**src/rtl/game_pkg.sv**
```systemverilog
// Shared types and constants for the game supervisor.
package game_pkg;

  typedef enum logic [1:0] {
    IDLE       = 2'd0,
    PLAY       = 2'd1,
    WAVE_CLEAR = 2'd2,
    GAME_OVER  = 2'd3
  } game_state_t;

  localparam int unsigned SCORE_MAX = 9999;
  localparam logic [7:0]  KEY_ENTER = 8'h28;
  localparam int unsigned WAVE_MAX  = 15;

endpackage

```
**src/rtl/bin2bcd.sv**
```systemverilog
// Combinational 14-bit binary to 4-digit BCD (double-dabble). Input is expected to be <= 9999.
module bin2bcd (
  input  logic [13:0] i_bin,
  output logic [15:0] o_bcd
);

  logic [15:0] w_bcd;

  always_comb begin
    w_bcd = '0;
    for (int i = 13; i >= 0; i--) begin
      for (int d = 0; d < 4; d++) begin
        if (w_bcd[4*d +: 4] >= 4'd5) w_bcd[4*d +: 4] = w_bcd[4*d +: 4] + 4'd3;
      end
      w_bcd = {w_bcd[14:0], i_bin[i]};
    end
  end

  assign o_bcd = w_bcd;

endmodule

```
**src/rtl/game_state_ctrl.sv**
```systemverilog
// Frame-rate game supervisor: score, lives, wave and attract/play/clear/over sequencing.
// Optional HISCORE_EN adds a high-score register and its BCD output.
module game_state_ctrl
  import game_pkg::*;
#(
  parameter int unsigned NUM_INVADERS   = 50,
  parameter int unsigned POINTS_PER_HIT = 10,
  parameter int unsigned START_LIVES    = 3,
  parameter int unsigned WAVE_DELAY     = 120,
  parameter int unsigned OVER_HOLD      = 60,
  parameter logic [7:0]  START_KEY      = KEY_ENTER
) (
  input  logic                    frame_clk,
  input  logic                    Reset,
  input  logic [7:0]              keycode,
  input  logic [NUM_INVADERS-1:0] Collision,
  input  logic [NUM_INVADERS-1:0] InvaderOn,
  input  logic                    PlayerHit,
  input  logic                    InvaderLanded,
  output logic [1:0]              GameState,
  output logic [13:0]             Score,
  output logic [15:0]             ScoreBCD,
  output logic [2:0]              Lives,
  output logic [3:0]              Wave,
  output logic                    WaveReset,
  output logic                    GameFreeze
`ifdef HISCORE_EN
  ,
  output logic [15:0]             HiScoreBCD
`endif
);

  localparam int unsigned TMAX = (WAVE_DELAY > OVER_HOLD) ? WAVE_DELAY : OVER_HOLD;
  localparam int unsigned TW   = $clog2(TMAX + 1);
  localparam int unsigned HW   = $clog2(NUM_INVADERS + 1);
  localparam logic [TW-1:0] TIMER_WAVE_LAST = TW'(WAVE_DELAY - 1);
  localparam logic [TW-1:0] TIMER_HOLD      = TW'(OVER_HOLD);

  game_state_t r_state, w_state_d;
  logic [13:0]   r_score, w_score_d, w_score_add;
  logic [15:0]   r_score_bcd, w_score_bcd;
  logic [2:0]    r_lives, w_lives_d;
  logic [3:0]    r_wave, w_wave_d;
  logic          r_wave_reset, w_wave_reset_d;
  logic          r_freeze;
  logic [TW-1:0] r_timer, w_timer_d;
  logic          r_key_prev, w_key_now, w_start, w_restart;
  logic [NUM_INVADERS-1:0] w_hit_vec;
  logic [HW-1:0] w_hits;
  logic [31:0]   w_sum;

  assign w_key_now = (keycode == START_KEY);
  assign w_start   = w_key_now && !r_key_prev;
  assign w_hit_vec = Collision & InvaderOn;

  always_comb begin
    w_hits = '0;
    for (int i = 0; i < int'(NUM_INVADERS); i++) begin
      w_hits = w_hits + {{(HW-1){1'b0}}, w_hit_vec[i]};
    end
  end

  // 32-bit sum so the worst case (9999 + all hits) saturates instead of wrapping
  assign w_sum       = 32'(r_score) + 32'(w_hits) * POINTS_PER_HIT;
  assign w_score_add = (w_sum > SCORE_MAX) ? 14'(SCORE_MAX) : w_sum[13:0];

  always_comb begin
    w_state_d      = r_state;
    w_score_d      = r_score;
    w_lives_d      = r_lives;
    w_wave_d       = r_wave;
    w_timer_d      = r_timer;
    w_wave_reset_d = 1'b0;
    w_restart      = 1'b0;
    unique case (r_state)
      IDLE: w_restart = w_start;
      PLAY: begin
        w_score_d = w_score_add;
        if (InvaderLanded || (PlayerHit && r_lives <= 3'd1)) begin
          w_state_d = GAME_OVER;
          w_lives_d = '0;
          w_timer_d = '0;
        end else if (PlayerHit) begin
          w_lives_d = r_lives - 3'd1;
        end else if (InvaderOn == '0) begin
          w_state_d = WAVE_CLEAR;
          w_timer_d = '0;
        end
      end
      WAVE_CLEAR: begin
        if (r_timer == TIMER_WAVE_LAST) begin
          w_state_d      = PLAY;
          w_wave_reset_d = 1'b1;
          w_wave_d       = (r_wave >= 4'(WAVE_MAX)) ? 4'(WAVE_MAX) : r_wave + 4'd1;
          w_timer_d      = '0;
        end else begin
          w_timer_d = r_timer + TW'(1);
        end
      end
      GAME_OVER: begin
        if (r_timer == TIMER_HOLD) w_restart = w_start;
        else                       w_timer_d = r_timer + TW'(1);
      end
      default: w_state_d = IDLE;
    endcase
    if (w_restart) begin
      w_state_d      = PLAY;
      w_score_d      = '0;
      w_lives_d      = 3'(START_LIVES);
      w_wave_d       = 4'd1;
      w_wave_reset_d = 1'b1;
      w_timer_d      = '0;
    end
  end

  bin2bcd u_score_bcd (
    .i_bin (w_score_d),
    .o_bcd (w_score_bcd)
  );

  always_ff @(posedge frame_clk) begin
    if (Reset) begin
      r_state      <= IDLE;
      r_score      <= '0;
      r_score_bcd  <= '0;
      r_lives      <= 3'(START_LIVES);
      r_wave       <= '0;
      r_wave_reset <= 1'b0;
      r_freeze     <= 1'b1;
      r_timer      <= '0;
      r_key_prev   <= 1'b0;
    end else begin
      r_state      <= w_state_d;
      r_score      <= w_score_d;
      r_score_bcd  <= w_score_bcd;
      r_lives      <= w_lives_d;
      r_wave       <= w_wave_d;
      r_wave_reset <= w_wave_reset_d;
      r_freeze     <= (w_state_d != PLAY);
      r_timer      <= w_timer_d;
      r_key_prev   <= w_key_now;
    end
  end

  assign GameState  = r_state;
  assign Score      = r_score;
  assign ScoreBCD   = r_score_bcd;
  assign Lives      = r_lives;
  assign Wave       = r_wave;
  assign WaveReset  = r_wave_reset;
  assign GameFreeze = r_freeze;

`ifdef HISCORE_EN
  logic        w_enter_over;
  logic [13:0] r_hiscore, w_hiscore_d;
  logic [15:0] r_hiscore_bcd, w_hiscore_bcd;

  // Final score includes hits credited on the game-ending frame
  assign w_enter_over = (r_state == PLAY) && (w_state_d == GAME_OVER);
  assign w_hiscore_d  = (w_enter_over && (w_score_d > r_hiscore)) ? w_score_d : r_hiscore;

  bin2bcd u_hiscore_bcd (
    .i_bin (w_hiscore_d),
    .o_bcd (w_hiscore_bcd)
  );

  always_ff @(posedge frame_clk) begin
    if (Reset) begin
      r_hiscore     <= '0;
      r_hiscore_bcd <= '0;
    end else begin
      r_hiscore     <= w_hiscore_d;
      r_hiscore_bcd <= w_hiscore_bcd;
    end
  end

  assign HiScoreBCD = r_hiscore_bcd;
`endif

endmodule

```
**config.mk**
```make
export PLATFORM = sky130hd
export DESIGN_NAME = game_state_ctrl
export DESIGN_NICKNAME = d
export VERILOG_FILES = /design/src/rtl/game_pkg.sv /design/src/rtl/bin2bcd.sv /design/src/rtl/game_state_ctrl.sv
export SDC_FILE = /design/constraint.sdc
export NUM_CORES = 1
export LEC_CHECK = 0
export ABC_AREA = 0
export CAP_MARGIN = 20
export CORE_MARGIN = 3
export CORE_UTILIZATION = 50
export DETAILED_ROUTE_END_ITERATION = 8
export DONT_BUFFER_PORTS = 1
export GPL_TIMING_DRIVEN = 1
export PLACE_DENSITY = 0.68
export RECOVER_POWER = 25
export SETUP_SLACK_MARGIN = 0.05
export SLEW_MARGIN = 25
export SYNTH_ARGS = -nofsm -noshare
export SYNTH_HDL_FRONTEND = slang
export SYNTH_SLANG_ARGS = --single-unit
export TNS_END_PERCENT = 10
```
**constraint.sdc**
```tcl
create_clock -name frame_clk -period 18 [get_ports frame_clk]
set_input_delay 3.6 -clock frame_clk [delete_from_list [all_inputs] [get_ports frame_clk]]
set_output_delay 3.6 -clock frame_clk [all_outputs]
set_load 0.01 [all_outputs]
```
Yosys cells after proc, flatten, opt, wreduce, memory -nomap -nowiden
Index checks and enable logic that the tools add are counted.

cells by class
  $add $sub $neg = 79
  multipliers = 1
  $lt $le $gt $ge = 29
  equal/unequal tests = 10
  muxes and demuxes = 52
  bitwise operators = 1
  reductions and logical operators = 15

operators by type and width
  operator                                                                           count
  6-bit by 1-bit adder with 6-bit output                                             44
  4-bit two-way mux                                                                  25
  4-bit by 3-bit >= comparator with 1-bit output, second input constant              22
  4-bit by 2-bit adder with 4-bit output, second input constant                      21
  50-bit bitwise AND                                                                 1
  50-bit zero test                                                                   1
  14-bit two-way mux                                                                 3
  7-bit two-way mux                                                                  5
  7-bit case mux with 3 select lines                                                 1
  14-bit by 10-bit adder with 15-bit output                                          1
  15-bit by 14-bit greater-than comparator with 1-bit output, second input constant  1
  3-bit by 2-bit adder with 4-bit output, second input constant                      3
  3-bit >= comparator, second input constant                                         4
  3-bit two-way mux                                                                  4
  2-bit two-way mux                                                                  5
  6-bit by 3-bit multiplier with 9-bit output, second input constant                 1
  8-bit by 6-bit equality test with 1-bit output, second input constant              1
  7-bit by 1-bit adder with 7-bit output, second input constant                      1
  7-bit by 6-bit equality test with 1-bit output, second input constant              1
  7-bit equality test, second input constant                                         1
  1-bit two-way mux                                                                  7
  3-bit by 2-bit adder with 3-bit output, second input constant                      2
  5-bit by 1-bit adder with 6-bit output                                             1
  3-bit inequality test, second input constant                                       2
  other kinds (23)                                                                   29

storage, ports and cells
  register bits after elaboration = 49
  input port bits = 112
  word-level logic and storage cells = 197

Longest topological paths before layout
  depth in word-level cells = 78
  mapped depth = 82
  depth with buffers taken out = 82

Modules after synthesis
A second synthesis with hierarchy kept.

unflattened totals
  cells, all modules = 1115
  area total of the unflattened synthesis = 8425.6 µm²

modules (own cells, without submodules)
  module           instances  cells each  area an instance (µm²)  sequential area each (µm²)
  game_state_ctrl  1          538         4568.1                  980.9
  bin2bcd          1          577         3857.4                  0.0

Least setup slack after synthesis
OpenSTA, ideal clock, no wires.

  path type = input port to flip-flop
  from = input InvaderOn[35]
  to = register r_score_bcd[2], in the netlist ScoreBCD[2]
  library setup time = 65 ps
  arrival = 19267 ps
  required time = 17935 ps
  path slack = -1332 ps
  cell stages on the path = 78
  cell sequence = and2_1 fa_1 fa_1 inv_1 fa_1 inv_1 fa_1 fa_1 fa_1 inv_1 fa_1 inv_1 ha_1 inv_1 fa_1 inv_1 a21o_1 a21oi_1 [... 42 more ...] a311oi_1 o221ai_2 nand2b_1 a32oi_1 a31oi_1 xnor2_1 inv_1 ha_1 nor2_1 o31ai_1 a21oi_1 o21ai_1 xnor2_1 ha_1 nor2b_1 o21ai_1 mux2_2 nor2_1

between the ends
  cells in the longest elaborated chain, start to end = 44
  elaborated cells between the ends (all ways) = 55

ends and longest elaborated chain
  what                                                                                                             RTL line                text
  start: declaration                                                                                               game_state_ctrl.sv:17   input logic [NUM_INVADERS-1:0] InvaderOn,
  50-bit bitwise AND (*)                                                                                           game_state_ctrl.sv:54   assign w_hit_vec = Collision & InvaderOn;
  6-bit by 1-bit adder with 6-bit output (*) (15 in a row)                                                         game_state_ctrl.sv:59   w_hits = w_hits + {{(HW-1){1'b0}}, w_hit_vec[i]};
  6-bit by 3-bit multiplier with 9-bit output (*)                                                                  game_state_ctrl.sv:64   assign w_sum = 32'(r_score) + 32'(w_hits) * POINTS_PER_HIT;
  14-bit by 10-bit adder with 15-bit output (*)                                                                    game_state_ctrl.sv:64
  15-bit by 14-bit greater-than comparator with 1-bit output                                                       game_state_ctrl.sv:65   assign w_score_add = (w_sum > SCORE_MAX) ? 14'(SCORE_MAX) : w_sum[13:0];
  14-bit two-way mux (*)                                                                                           game_state_ctrl.sv:65
  14-bit two-way mux (*)                                                                                           game_state_ctrl.sv:75   unique case (r_state)
  14-bit two-way mux (*)                                                                                           game_state_ctrl.sv:106  if (w_restart) begin
  [... 14 more ...]                                                                                                n/a
  4-bit by 2-bit adder with 4-bit output / 4-bit by 3-bit >= comparator with 1-bit output (equally long branches)  bin2bcd.sv:13           if (w_bcd[4*d +: 4] >= 4'd5) w_bcd[4*d +: 4] = w_bcd[4*d +: 4] + 4'd3;
  4-bit two-way mux                                                                                                bin2bcd.sv:13
  4-bit by 2-bit adder with 4-bit output / 4-bit by 3-bit >= comparator with 1-bit output (equally long branches)  bin2bcd.sv:13
  4-bit two-way mux                                                                                                bin2bcd.sv:13
  4-bit by 3-bit >= comparator with 1-bit output / 4-bit by 2-bit adder with 4-bit output (equally long branches)  bin2bcd.sv:13
  4-bit two-way mux                                                                                                bin2bcd.sv:13
  4-bit by 2-bit adder with 4-bit output / 4-bit by 3-bit >= comparator with 1-bit output (equally long branches)  bin2bcd.sv:13
  4-bit two-way mux (*)                                                                                            bin2bcd.sv:13
  end signal: assignment                                                                                           game_state_ctrl.sv:135  r_score_bcd <= w_score_bcd;
  end: declaration                                                                                                 game_state_ctrl.sv:41   logic [15:0] r_score_bcd, w_score_bcd;

Every way passes the cells marked *; elsewhere a longest branch is shown, timed or not.
A chain may end at the register's enable or synchronous reset.

Worst setup path in the final report
Same ends and word-level chain as after synthesis.

==> impl_metrics.py <==
metrics = {
    "global_route": {
        "overflow": 0,
        "grt_pass1_vias": 7837,
        "grt_antenna_before_repair": 2,
        "grt_pass1_wl_mm": 36.3,
        "grt_max_degree": 34,
        "grtUsageTotal_pct": 25.8,
    },
    "synthesis": {
        "synth_compound_area_share_pct": 28.7,
        "netlist_area_um2": 7810,
        "synth.distinct_cells": 109,
        "synth_edf_count": 0,
        "synthTopCellsByCount": "101 x inv_1, 96 x nor2_1, 89 x nand2_1, 65 x ha_1, 61 x a21oi_1",
        "synthSimpleGateAreaFrac_pct": 22.9,
        "synthArstFlopShare_pct": 0,
        "synth_ff_type": "dfxtp_1",
        "syn_nets": 1209,
        "synth_xor_area_share_pct": 4.08,
        "ys_seq_area_share_pct": 12.3,
        "ys_seq_elements": 48,
        "synthCells": 989,
        "avgSynthCellArea_um2": 7.90,
        "synth_fa_ha_area_share_pct": 21.6,
        "synth_area_leaders": "dfxtp_1 12%, fa_1 11%, ha_1 10%",
        "synth_top_family_by_area": "compound AO/OA/AOI/OAI gates",
        "yosysTopAreaCellShare_pct": 12.3,
        "synthMuxAreaShare_pct": 4.34,
        "synth_most_common_cell": "inv_1",
        "yosysTopAreaCell": "dfxtp_1",
        "yosys_warnings": 0,
    },
    "clock_network": {
        "numClockSinks": 48,
        "cts-root-buf": "clkbuf_16",
        "insertion_delay_ns": 0.30,
        "hold_buffers": 0,
        "cts_tree": "done",
        "cts_buffers": 5,
        "cts_htree_levels": 2,
        "cts.clk_slew.worst_paths_ns": 0.07,
        "clockBufferDepth": 2,
    },
    "sta": {
        "fin_crit_sh_pct": 102,
        "grt_setup_unrepaired": "yes",
        "max_freq_mhz": 54.4,
        "fin_ws_ns": -0.392,
        "fin_crit_ns": 18.39,
        "hold_viol": 0,
        "finalHoldWorstSlack_ns": 0.517,
        "drv_slew": 0,
        "fin_worst_skew_ns": 0.00429,
        "slew_headroom_pct": 50.9,
        "setup_viol": 15,
        "tightest_slew_ns": 0.730,
    },
    "outcome": {
        "status": "complete, but fails checks",
        "failed_checks": "setup timing",
    },
    "critical_path": {
        "cpMaxStageDelayCell": "fa_1",
        "path_class": "in -> reg",
        "cp_top_family": "adder cells",
        "path_buf_inv": 14,
        "path_max_fanout": 4,
        "slowest_delay_ns": 0.57,
        "endpoint_kind": "flop",
        "cp.required_ns": 18.24,
        "crit_top_cell": "ha_4",
        "cp-start-kind": "primary input",
        "cp.arrival_ns": 18.63,
    },
    "hold_path": {
        "min_path_type": "reg -> reg",
    },
    "cells_and_area": {
        "nNetsFinal": 1424,
        "multi_input_area_um2": 7000,
        "fill_cells": 1217,
        "drive_gt1_share_pct": 34.6,
        "synthToLayoutAreaGrowth_pct": 34.7,
        "fin_util_pct": 69.0,
        "seq_area_um2": 961,
    },
    "floorplanning": {
        "core_region_area_um2": 15300,
        "die_w_um": 131,
        "die_height_um": 131,
        "rows": 45,
        "io_pins": 153,
        "fp.dieArea_um2": 17200,
        "initial_core_util_pct": 51.2,
    },
    "route": {
        "drt_iter0_drc": 490,
        "via_count": 8140,
        "firstDrtPassIters": 5,
        "ant_nets": 0,
        "routed_via_density": 5.74,
        "routedWlPerCell_um": 16.3,
        "drc": 0,
        "drt-total-wl_mm": 23.1,
    },
    "flow_run": {
        "drv_cap": 0,
    },
    "place": {
        "place.gp.congestion": 0.899,
        "port_buffers": 0,
        "hpwl_mm": 18.1,
    },
}
-- flip-flops by register name, indices dropped and copies added, names as in the netlist --
signal and flops:
GameState 2, GameFreeze 1, WaveReset 1, r_timer 7, Lives 3, ScoreBCD 15
Score 14, Wave 4, r_key_prev 1
-- cell type report --
cell class | count | share of cell area [%]
antenna | 3 | 0.0713
clock buffer | 6 | 1.32
clock inverter | 2 | 0.369
inverter | 106 | 3.83
multi-input combinational | 816 | 66.5
sequential | 48 | 9.13
tap | 211 | 2.51
timing repair buffer | 227 | 16.3
-- routing by layer --
| metal | vias up | global-route usage (%) | part of all wire, % |
|---|---|---|---|
| met4 | 0 | 11.6 | 3.7 |
| met3 | 55 | 2.40 | 4.0 |
| met1 | 3843 | 31.0 | 41 |
| met2 | 216 | 46.4 | 51 |
| met5 | - | 0 | 0 |
| li1 | 4026 | - | - |
-- tightest hold or removal path, stage by stage (launching register included) --
cell     delay [ns]
dfxtp_1        0.33
o21ai_0        0.08
a21oi_1        0.06
-- path summary, 6_finish.rpt --
path / startpoint / to / slack (ns) / depth (start not counted)
max: InvaderOn[35] / ScoreBCD[2] / -0.39 / 82
min: r_timer[6] / r_timer[6] / 0.52 / 2
max reg2reg: Score[1] / ScoreBCD[2] / 8.04 / 59
min reg2reg: r_timer[6] / r_timer[6] / 0.52 / 2
-- cells by family after synthesis --
kind of cell / count (synthesis)
AO/OA/AOI/OAI: 286
XOR/XNOR: 34
adder cells (fa/ha/maj): 109
buffers and inverters: 125
flip-flops: 48
multiplexers: 31
AND/OR/NAND/NOR: 356
-- placed cells by master (no fill, tap or decap), types with 18 or more instances in the layout --
| cell type | synthesis | routed |
|---|---|---|
| o21ai_0 | 29 | 25 |
| a21o_1 | 18 | 18 |
| dfxtp_1 | 48 | 48 |
| mux2i_1 | 18 | 18 |
| buf_4 | 1 | 225 |
| nand3_1 | 24 | 24 |
| ha_1 | 65 | 43 |
| nand2_1 | 89 | 83 |
| fa_1 | 43 | 41 |
| and2_1 | 27 | 26 |
| a21oi_1 | 61 | 52 |
| nor2_1 | 96 | 88 |
| inv_1 | 101 | 89 |
| xnor2_1 | 21 | 18 |
-- through the flow --
stage	cells	TNS [ns]	area, um2	setup slack, ns
finish	1419	-2.91	10500	-0.392
global route	1419	-13.24	10500	-1.04
CTS	1406	-0.121	10200	-0.0907
detailed placement	1370	-8.22	9640	-0.627
global placement	1370	-2.97	9640	-0.345
floorplan	989	-4.38	8050	-0.460
-- what timing repair did --
action                                  in CTS  in global routing
pin swaps                                   56                 64
buffers inserted                            28                 10
endpoints found under the setup margin      15                 15
gates resized for setup                     40                 48
Power is not shown: default switching activity piles up to over one toggle a cycle in this logic, so the estimate is an artifact.
